### src/rtl/div_unit.sv
// div_unit: multi-cycle radix-2 restoring integer divider (signed/unsigned).
// One quotient bit per cycle, MSB first; busy stalls the pipeline meanwhile.
// Divide by zero completes in one cycle with quotient all ones and the
// dividend passed through as remainder.
// Optional build macro DIV_EARLY_OUT_EN: trivial cases (|divisor| > |dividend|,
// or |divisor| == 1) also complete in one cycle instead of WIDTH+1.
module div_unit #(
    parameter int WIDTH = 32
) (
    input  logic             clk,
    input  logic             rst,
    input  logic             start,
    input  logic             signed_div,
    input  logic             annul,
    input  logic [WIDTH-1:0] dividend,
    input  logic [WIDTH-1:0] divisor,
    output logic             busy,
    output logic             done,
    output logic [WIDTH-1:0] quotient,
    output logic [WIDTH-1:0] remainder,
    output logic             div_by_zero
);

    typedef enum logic [1:0] {
        IDLE = 2'd0,
        CALC = 2'd1,
        DONE = 2'd2
    } state_t;

    localparam int CW = $clog2(WIDTH + 1);
    localparam logic [CW-1:0] LAST_ITER = CW'(WIDTH - 1);

    state_t           state_q, state_d;
    logic [CW-1:0]    cnt_q, cnt_d;
    // Partial remainder; always < |divisor| between iterations, so WIDTH bits suffice.
    logic [WIDTH-1:0] prem_q, prem_d;
    // Dividend bits shift out of the top while quotient bits shift in at the bottom.
    logic [WIDTH-1:0] work_q, work_d;
    logic [WIDTH-1:0] dvsr_q, dvsr_d;
    logic             negq_q, negq_d;
    logic             negr_q, negr_d;
    logic [WIDTH-1:0] quo_q, quo_d;
    logic [WIDTH-1:0] rem_q, rem_d;
    logic             dbz_q, dbz_d;

    // Operand magnitudes and sign flags seen at capture time.
    logic             sgn_dvd, sgn_dvs;
    logic [WIDTH-1:0] mag_dvd, mag_dvs;

    assign sgn_dvd = signed_div & dividend[WIDTH-1];
    assign sgn_dvs = signed_div & divisor[WIDTH-1];
    assign mag_dvd = sgn_dvd ? -dividend : dividend;
    assign mag_dvs = sgn_dvs ? -divisor  : divisor;

    // One restoring step: shift in next dividend bit, trial-subtract divisor.
    logic [WIDTH:0]   shifted, trial;
    logic             qbit;
    logic [WIDTH-1:0] step_prem, step_work;

    always_comb begin
        shifted   = {prem_q, work_q[WIDTH-1]};
        trial     = shifted - {1'b0, dvsr_q};
        qbit      = ~trial[WIDTH];
        step_prem = qbit ? trial[WIDTH-1:0] : shifted[WIDTH-1:0];
        step_work = {work_q[WIDTH-2:0], qbit};
    end

    // Next-state, operand capture, iteration and result commit.
    always_comb begin
        state_d = state_q;
        cnt_d   = cnt_q;
        prem_d  = prem_q;
        work_d  = work_q;
        dvsr_d  = dvsr_q;
        negq_d  = negq_q;
        negr_d  = negr_q;
        quo_d   = quo_q;
        rem_d   = rem_q;
        dbz_d   = dbz_q;

        unique case (state_q)
            IDLE: begin
                cnt_d = '0;
                if (start && !annul) begin
                    negq_d = sgn_dvd ^ sgn_dvs;
                    negr_d = sgn_dvd;
                    if (divisor == '0) begin
                        state_d = DONE;
                        quo_d   = '1;
                        rem_d   = dividend;
                        dbz_d   = 1'b1;
                    end
`ifdef DIV_EARLY_OUT_EN
                    else if (mag_dvs > mag_dvd) begin
                        state_d = DONE;
                        quo_d   = '0;
                        rem_d   = dividend;
                        dbz_d   = 1'b0;
                    end else if (mag_dvs == WIDTH'(1)) begin
                        state_d = DONE;
                        quo_d   = (sgn_dvd ^ sgn_dvs) ? -mag_dvd : mag_dvd;
                        rem_d   = '0;
                        dbz_d   = 1'b0;
                    end
`endif
                    else begin
                        state_d = CALC;
                        prem_d  = '0;
                        work_d  = mag_dvd;
                        dvsr_d  = mag_dvs;
                    end
                end
            end
            CALC: begin
                if (annul) begin
                    // Flush: drop the in-flight op, keep previous results.
                    state_d = IDLE;
                    cnt_d   = '0;
                end else begin
                    prem_d = step_prem;
                    work_d = step_work;
                    cnt_d  = cnt_q + CW'(1);
                    if (cnt_q == LAST_ITER) begin
                        state_d = DONE;
                        cnt_d   = '0;
                        quo_d   = negq_q ? -step_work : step_work;
                        rem_d   = negr_q ? -step_prem : step_prem;
                        dbz_d   = 1'b0;
                    end
                end
            end
            DONE: begin
                state_d = IDLE;
                cnt_d   = '0;
            end
            default: begin
                state_d = IDLE;
                cnt_d   = '0;
            end
        endcase
    end

    // State and datapath registers with synchronous reset.
    always_ff @(posedge clk) begin
        if (rst) begin
            state_q <= IDLE;
            cnt_q   <= '0;
            prem_q  <= '0;
            work_q  <= '0;
            dvsr_q  <= '0;
            negq_q  <= 1'b0;
            negr_q  <= 1'b0;
            quo_q   <= '0;
            rem_q   <= '0;
            dbz_q   <= 1'b0;
        end else begin
            state_q <= state_d;
            cnt_q   <= cnt_d;
            prem_q  <= prem_d;
            work_q  <= work_d;
            dvsr_q  <= dvsr_d;
            negq_q  <= negq_d;
            negr_q  <= negr_d;
            quo_q   <= quo_d;
            rem_q   <= rem_d;
            dbz_q   <= dbz_d;
        end
    end

    assign busy        = (state_q != IDLE);
    assign done        = (state_q == DONE);
    assign quotient    = quo_q;
    assign remainder   = rem_q;
    assign div_by_zero = dbz_q;

endmodule

### config.mk
export PLATFORM = sky130hd
export DESIGN_NAME = div_unit
export DESIGN_NICKNAME = d
export VERILOG_FILES = /design/src/rtl/div_unit.sv
export SDC_FILE = /design/constraint.sdc
export NUM_CORES = 1
export LEC_CHECK = 0
export BUFFER_PORTS_ARGS = -buffer_cell sky130_fd_sc_hd__buf_2
export CAP_MARGIN = 20
export CORE_MARGIN = 8
export CORE_UTILIZATION = 60
export CTS_CLUSTER_DIAMETER = 80
export DETAILED_ROUTE_END_ITERATION = 16
export GPL_TIMING_DRIVEN = 0
export PLACE_DENSITY = 0.86
export SYNTH_ARGS = -nofsm -noshare
export SYNTH_HDL_FRONTEND = slang
export SYNTH_SLANG_ARGS = --single-unit
### constraint.sdc
create_clock -name clk -period 6.6 [get_ports clk]
set_input_delay 1.98 -clock clk [delete_from_list [all_inputs] [get_ports clk]]
set_output_delay 1.98 -clock clk [all_outputs]
set_load 0.02 [all_outputs]
Word-level counts from Yosys, hierarchy flattened:

Cells that the tools add are included.

* add/sub/neg operators: 6
* $mul: 0
* divide/modulo/power cells: 0
* magnitude comparators: 0
* eq/ne operators: 9
* shifts and indexed selects: 0
* multiplexer cells: 33
* bitwise operators: 6
* reduce and logical (&&, ||, !) cells: 12

Operators with widths (count)
* two-way mux 32 bit: 19
* case mux 32 bit (2 select lines): 4
* negator 32 bit: 4
* subtractor 33 x 32 -> 33 bit: 1
* zero test 32 bit: 1
* inequality test 2 bit, second input constant: 5
* two-way mux 2 bit: 4
* adder 6 x 1 -> 6 bit, second input constant: 1
* == test 6 x 5 -> 1 bit, second input constant: 1
* AND reduction 5 bit: 1
* two-way mux 1 bit: 4
* case mux 2 bit (2 select lines): 1
* AND reduction 2 bit: 2
* AND reduction 4 bit: 1
* nonzero test 2 bit: 2
* OR reduction 4 bit: 1
* inequality test 3 bit, second input constant: 1
* NOT 1 bit: 3
* AND reduction 3 bit: 1
* AND 1 bit: 2
* == test 2 x 1 -> 1 bit, second input constant: 1
* == test 2 bit, second input constant: 1
* zero test 2 bit: 1
* case mux 1 bit (2 select lines): 1
* 3 further kinds: 3

* register bits after elaboration: 171
* bits in latches: 0
* memory bits (writable): 0
* bits in read-only memories: 0
* bits of input ports: 69
* output and inout bits: 67
* memories kept: 0

Longest topological paths before layout:

Gate-level depths: netlist of run 1.

* depth after elaboration: 7
* gate-level depth with buffers: 25

Least setup slack after synthesis of run 1:

OpenSTA, ideal clock, no wires.

* kind: reg2reg
* from: reg work_q[31]
* to: reg rem_q[30] (netlist: remainder[30])
* arrival: 5.089 ns
* data required time: 6.505 ns
* slack: 1.415 ns
* cell stages (with the launch flop): 26
* clock period less this slack: 5.185 ns
* path through: dfxtp_1 -> inv_1 -> ha_1 -> inv_1 -> fa_1 -> nand3_1 -> a211oi_2 -> o21ai_1 -> a21oi_2 -> nor3_1 -> nor2_2 -> inv_2 -> clkbuf_1 -> buf_2 -> buf_2 -> nor2_1 -> a21oi_1 -> ha_1 -> nand2_1 -> a2111oi_0 -> nand3_1 -> a222oi_1 -> o2111ai_1 -> o41ai_1 -> xor2_1 -> a221oi_1

* longest elaborated chain between the ends: 7

Ends and longest elaborated chain
* start: declaration: line 38 `logic [WIDTH-1:0] work_q, work_d;`
* start signal: assignment: line 160 `work_q <= work_d;`
* subtractor 33 x 32 -> 33 bit: line 62 `trial = shifted - {1'b0, dvsr_q};`
* two-way mux 32 bit *: line 64 `step_prem = qbit ? trial[WIDTH-1:0] : shifted[WIDTH-1:0];`
* negator 32 bit: line 127 `rem_d = negr_q ? -step_prem : step_prem;`
* two-way mux 32 bit *: line 127
* two-way mux 32 bit *: line 123 `if (cnt_q == LAST_ITER) begin`
* two-way mux 32 bit *: line 115 `if (annul) begin`
* case mux 32 bit (2 select lines) *: line 81 `unique case (state_q)`
* end signal: assignment: line 165 `rem_q <= rem_d;`
* end: declaration: line 43 `logic [WIDTH-1:0] rem_q, rem_d;`

Every way passes the cells marked *; elsewhere a longest branch is shown, timed or not. The select of a mux whose other input is x is not followed.
A chain may end at the register's enable or synchronous reset.

Worst setup path after layout of run 1:

Ends and elaborated chain as after synthesis.

==> results of run 1 <==
==> synth_stat cells, types with 10 or more instances <==
cell type and count:
nor2_1 261, dfxtp_1 171, a21oi_1 130, nand2_1 115, a211oi_1 99, clkbuf_1 77
xor2_1 74, o21ai_0 63, xnor2_1 62, inv_1 54, ha_1 37, nor3_1 32
o31ai_1 23, nand3_1 22, o41ai_1 20, a31oi_1 19, mux2i_1 19, nor4_1 19
buf_2 16, or3_1 15, or4_1 14, a21o_1 13, a22oi_1 13, nand4_1 13
o21a_1 13, nand2b_1 12, a311oi_1 10, and2_1 10, and3_1 10
==> power by group through the flow <==
stage	Combinational [mW]	Clock [mW]	Sequential, mW
4_1_cts	0.573	1.02	1.09
3_3_place_gp	0.558	0	1.11
5_1_grt	0.642	1.06	1.09
6_report	0.590	1.03	1.09
3_5_place_dp	0.567	0	1.11
2_1_floorplan	0.397	0	1.11
==> tightest hold or removal path: stages, from the launching register on <==
cell	delay (ps)
dfxtp_1	320
nand2_1	50
a21oi_1	50
==> area by class of cell <==
cell class | instances | area [um^2]
Multi-Input combinational cell | 1249 | 7849
Fill cell | 1669 | 5919
Sequential cell | 171 | 3423
Timing Repair Buffer | 138 | 695.7
Buffer | 106 | 454.2
Clock buffer | 17 | 425.4
Tap cell | 265 | 331.6
Inverter | 55 | 206.4
Clock inverter | 14 | 150.1
Antenna cell | 3 | 7.507
==> stage by stage <==
step | total power, mW | area (um^2) | hold WS [ps]
2_1_floorplan | 1.503 | 11900 | 417.6
3_3_place_gp | 1.671 | 12900 | 426.4
3_5_place_dp | 1.681 | 12900 | 453.7
4_1_cts | 2.688 | 13510 | 463.5
5_1_grt | 2.799 | 13540 | 494.1
6_report | 2.712 | 13540 | 465.8
==> cell families after synthesis <==
family / synth area share, %
adders and majority gates: 4.060
xor gates and xnor gates: 10.01
AOI/OAI and AO/OA: 27.91
and+or+nand+nor: 21.88
buffers and inverters: 5.574
DFF: 28.78
muxes: 1.788
==> per-layer routing <==
layer / global-route usage [%] / share of wire, %
met1: 39.45 / 39
met2: 55.79 / 46
met3: 6.481 / 10
met4: 18.67 / 5.1
met5: 0 / 0
==> worst max path at each step <==
| stage | from | endpoint | slack [ps] | cells after the start |
|---|---|---|---|---|
| 6_report | work_q[31] | remainder[30] | 350 | 25 |
| 3_3_place_gp | work_q[31] | remainder[30] | -1050 | 25 |
| 4_1_cts | work_q[31] | remainder[30] | 40 | 25 |
| 3_5_place_dp | work_q[31] | remainder[30] | -1020 | 25 |
| 2_1_floorplan | work_q[31] | remainder[30] | 1420 | 25 |
| 5_1_grt | work_q[31] | remainder[30] | 120 | 25 |
==> registers in the layout (all words and copies together), names as in the netlist <==
signal       cells
div_by_zero      1
cnt_q            6
prem_q          32
state_q          2
dvsr_q          32
negr_q           1
work_q          32
remainder       32
quotient        32
negq_q           1
==> repair_timing <==
| action | in CTS | in global routing |
|---|---|---|
| setup buffers | 2 | 0 |
| pin swaps | 1 | 0 |
| endpoints found under the hold margin | 0 | 0 |
| setup endpoints to repair | 13 | 9 |
| gates resized for setup | 4 | 7 |
==> flow_metrics.py, run 1 <==
metrics = {
    "synthesis": {
        "yosysWarnings": 0,
        "seq_area_frac_synth_pct": 28.78,
        "synth_edf_count": 0,
        "synthArstFlopShare_pct": 0,
        "synth.largest_area_cell": "dfxtp_1",
        "ys_ff_latch": 171,
        "yosysTopAreaCellShare_pct": 28.78,
        "synth_nets": 1690,
        "syn_area_per_cell_um2": 7.515,
        "ys_top_cells_by_area": "dfxtp_1 29%, nor2_1 8.2%, a211oi_1 6.2%",
        "syn_area_mm2": 0.01190,
        "synth_cell_types": 82,
        "syn-instance-count": 1583,
        "synthFlopType": "dfxtp_1",
    },
    "floorplanning": {
        "core-area_mm2": 0.01946,
        "dieWidth_um": 156.8,
        "die_h_um": 156.8,
        "initial_core_util_pct": 61.13,
        "io_pins": 136,
        "die_area_mm2": 0.02459,
        "placementRows": 51,
    },
    "sta": {
        "max-slew-margin-rel_pct": 30.25,
        "final_hold_viol_count": 0,
        "drv_slew": 0,
        "fmax_mhz": 160.0,
        "skew_ps": 14.86,
        "fin_crit_sh_pct": 94.71,
        "worstMarginPinSlew_ps": 1042,
        "grt_setup_unrepaired": "no",
        "setup_ws_ps": 349.1,
        "fin_crit_ps": 6251,
        "finalSetupTns_ps": 0,
        "report.final.setup_viol": 0,
    },
    "placed_design": {
        "port_buffers": 134,
        "place.gp.congestion": 0.9876,
        "dp.cells": 1983,
        "dp_hpwl_um": 33210,
        "dp_slack_ps": -1024,
    },
    "final_layout": {
        "instances_no_fill": 2018,
        "nets": 1845,
        "area_growth_syn_to_layout_pct": 13.84,
        "layout-drive-gt1-share_pct": 13.31,
        "post-route-util_pct": 69.59,
        "final_common_cell": "nor2_1",
        "layout_common_cells": "261 x nor2_1, 171 x dfxtp_1, 150 x buf_2",
    },
    "clocking": {
        "numCtsBuffers": 17,
        "cts_tree": "yes",
        "insertion_delay_ps": 440,
        "postCtsHoldBufs": 0,
        "clock-sinks": 171,
        "root_buffer": "clkbuf_16",
        "htreeDepth": 4,
        "clk_pin_slew_worst_paths_ps": 70,
        "clockBufferDepth": 2,
    },
    "global_route": {
        "grt_pass1_wl_um": 63790,
        "antenna_found_initial": 3,
        "grt_usage_pct": 33.36,
        "overflow": 0,
        "grt_max_degree": 20,
        "grt_pass1_vias": 11940,
    },
    "setup_path": {
        "reg2reg_depth": 25,
        "r2r_slack_ps": 350,
        "end_kind": "register",
        "cp_slowest_cell": "a222oi_1",
        "reg2reg_from": "work_q[31]",
        "r2r_end": "remainder[30]",
        "path_buf_inv": 6,
        "arrival_ps": 6520,
        "crit_required_ps": 6870,
        "crit_family": "compound AO/OA/AOI/OAI gates",
        "cp-start-kind": "register",
        "path_class": "register to register",
        "slowest_delay_ps": 410,
        "cp_max_fo": 14,
    },
    "pwr": {
        "switchingPower_mw": 0.9102,
        "irDropWorstVdd_mv": 0.1793,
        "p_int_mw": 1.802,
        "clock_power_share_pct": 38.0,
        "combPwrFrac_pct": 21.8,
        "p_leak_nw": 5.339,
        "power.density_mw_per_mm2": 200.2,
        "switching_share_pct": 33.57,
        "p_seq_share_pct": 40.2,
    },
    "flow_run": {
        "max-cap-violations": 0,
    },
    "worst_hold_path": {
        "hp-class": "register to register",
        "holdPathStages": 2,
        "whs_endpoint": "dvsr_q[31]",
        "worstHoldStart": "dvsr_q[31]",
    },
    "routing": {
        "drtIter0Drc": 1232,
        "detail-route-antenna-nets": 0,
        "drt-pass1-iter-count": 5,
        "vias": 12760,
        "drc": 0,
        "avgViaCountPerCell": 6.324,
        "wirelength_um": 41630,
        "post_drt_wl_per_cell_um": 20.63,
    },
    "status": {
        "outcome": "complete, no violations",
    },
}
Note: power is estimated with default switching activity, not from simulation.
==> run 2, diff against run 1 <==
--- a/config.mk
+++ b/config.mk
@@ -7,6 +7,7 @@
 export LEC_CHECK = 0
 export BUFFER_PORTS_ARGS = -buffer_cell sky130_fd_sc_hd__buf_2
 export CAP_MARGIN = 20
+export CORE_ASPECT_RATIO = 0.75
 export CORE_MARGIN = 8
 export CORE_UTILIZATION = 60
 export CTS_CLUSTER_DIAMETER = 80
==> run 2 against run 1 <==
  * Wire length is 4.3% higher
  * Register-to-register slack got worse by 130 ps
  * Hold slack got worse by 8.5 ps
  * Flip-flop and latch count did not move
  * Combinational power increased by 3.9%
  * Cell count decreased by 0.59%
  * Clock power about the same
  * Via count rose by 3.8%
  * Fmax is 2.1% lower
  * Critical path type unchanged
==> flow_metrics.py, run 2 (same netlist as run 1, synthesis figures left out) <==
metrics = {
    "placed_design": {
        "dp_hpwl_um": 33960,
        "place_area_mm2": 0.01289,
        "place.gp.congestion": 1.002,
        "port_buffers": 134,
        "dp.cells": 1971,
    },
    "global_route": {
        "grt_max_degree": 20,
        "overflow": 0,
        "antenna_found_initial": 1,
        "grt_pass1_wl_um": 65690,
        "grt_usage_pct": 34.02,
        "grt_pass1_vias": 12020,
    },
    "pwr": {
        "clock_power_share_pct": 36.8,
        "p_seq_share_pct": 40.5,
        "switching_share_pct": 34.26,
        "switchingPower_mw": 0.9259,
        "p_leak_nw": 5.346,
        "combPwrFrac_pct": 22.7,
        "power.density_mw_per_mm2": 199.6,
        "irDropWorstVdd_mv": 0.1428,
        "p_int_mw": 1.777,
    },
    "status": {
        "outcome": "complete, no violations",
    },
    "clocking": {
        "clockBufferDepth": 2,
        "postCtsHoldBufs": 0,
        "root_buffer": "clkbuf_16",
        "numCtsBuffers": 17,
        "htreeDepth": 4,
        "clock-sinks": 171,
        "clk_pin_slew_worst_paths_ps": 70,
        "insertion_delay_ps": 440,
        "cts_tree": "yes",
    },
    "setup_path": {
        "crit_required_ps": 6870,
        "cp-start-kind": "register",
        "r2r_slack_ps": 210,
        "r2r_end": "remainder[30]",
        "arrival_ps": 6660,
        "end_kind": "register",
        "path_class": "register to register",
        "cp_max_fo": 14,
        "reg2reg_from": "work_q[31]",
        "reg2reg_depth": 24,
    },
    "routing": {
        "avgViaCountPerCell": 6.607,
        "vias": 13250,
        "detail-route-antenna-nets": 0,
        "drc": 0,
        "drt-pass1-iter-count": 6,
        "post_drt_wl_per_cell_um": 21.64,
        "drtIter0Drc": 1914,
        "wirelength_um": 43410,
    },
    "final_layout": {
        "instances_no_fill": 2006,
        "layout_common_cells": "261 x nor2_1, 171 x dfxtp_1, 149 x buf_2",
        "layout-drive-gt1-share_pct": 13.41,
        "area_growth_syn_to_layout_pct": 13.79,
        "stdcell_area_mm2": 0.01354,
        "nets": 1847,
        "final_common_cell": "nor2_1",
        "antenna_cells": 0,
    },
    "sta": {
        "fin_crit_sh_pct": 96.76,
        "worstMarginPinSlew_ps": 1156,
        "max-slew-margin-rel_pct": 22.52,
        "skew_ps": 16.06,
        "fin_crit_ps": 6386,
        "fmax_mhz": 156.6,
        "final_hold_viol_count": 0,
        "report.final.setup_viol": 0,
        "drv_slew": 0,
    },
    "floorplanning": {
        "dieWidth_um": 178.6,
        "initial_core_util_pct": 61.39,
        "die_h_um": 137.9,
        "core-area_mm2": 0.01938,
        "io_pins": 136,
        "die_area_mm2": 0.02464,
        "placementRows": 44,
    },
    "worst_hold_path": {
        "worstHoldStart": "dvsr_q[31]",
        "holdPathStages": 2,
        "whs_endpoint": "dvsr_q[31]",
        "hp-class": "register to register",
    },
    "flow_run": {
        "max-cap-violations": 0,
    },
}
==> run 2: changes by cell type in the layout (fill, tap and decap cells not counted), moves of 3 or more <==
cell,change
inv_6,-4
buf_4,+3
clkinv_4,+4
diode_2,-3
==> run 2: metal layers <==
metal,track usage [%],part of all wire [%],vias to the layer above
met5,0,0.032,-
met1,47.93,43,6223
li1,-,-,6059
met4,10.95,2.7,2
met3,10.67,14,111
met2,48.28,41,858
==> run 2: area by class of cell <==
cell class,instances,area (um^2)
multi-input combinational,1249,7851
fill,1680,5842
sequential,171,3423
timing repair buffer,140,713.2
buffer,106,454.2
clock buffer,19,442.9
tap,253,316.6
inverter,55,206.4
clock inverter,13,128.9
==> run 2: timing repair <==
item                                    CTS  global route
endpoints found under the setup margin   11            10
gates resized for setup                   3             7
setup buffers                             1             4
pin swaps                                 1             2
==> run 2: how the worst max path moves through the flow <==
stage,startpoint,endpoint,cells past startpoint,slack [ps]
global route,work_q[31],remainder[24],24,-6
detailed placement,dvsr_q[0],remainder[30],24,-710
finish,work_q[31],remainder[30],24,210
CTS,dvsr_q[0],remainder[30],23,70
floorplan,work_q[31],remainder[30],25,1420
global placement,dvsr_q[0],remainder[12],23,-710
==> run 2: critical path, cell delays in order (launching register included) <==
cell and delay [ps]:
dfxtp_1 360, inv_1 100, ha_1 230, inv_1 70, fa_1 240, nand3_1 220
a211oi_2 360, o21ai_2 170, a21oi_2 320, o21a_1 300, nor2_4 90, inv_2 260
clkbuf_4 320, clkbuf_4 310, nor2_1 70, a21oi_1 240, ha_2 310, nand2_1 90
a2111oi_2 430, nand3_1 210, a222oi_1 530, o2111ai_1 310, o41ai_2 300, xor2_1 250
a221oi_1 110
==> run 2: per-stage QoR <==
step	setup WS (ps)	power (mW)	util, %	hold WS [ps]	TNS, ps
after global placement	-705.4	1.679	66.48	430.0	-3771
after floorplan	1415	1.503	-	417.6	0
final	214.2	2.702	69.85	457.2	0
after global routing	-6.363	2.783	69.85	487.3	-6.363
after detailed placement	-714.2	1.692	66.54	449.2	-3867
after CTS	65.90	2.664	69.54	457.7	0
==> run 2: power groups by stage <==
stage	registers [mW]	logic, mW	clock network (mW)
floorplan	1.11	0.397	0
global route	1.10	0.655	1.03
CTS	1.09	0.584	0.988
detailed placement	1.12	0.576	0
global placement	1.11	0.565	0
finish	1.09	0.613	0.996
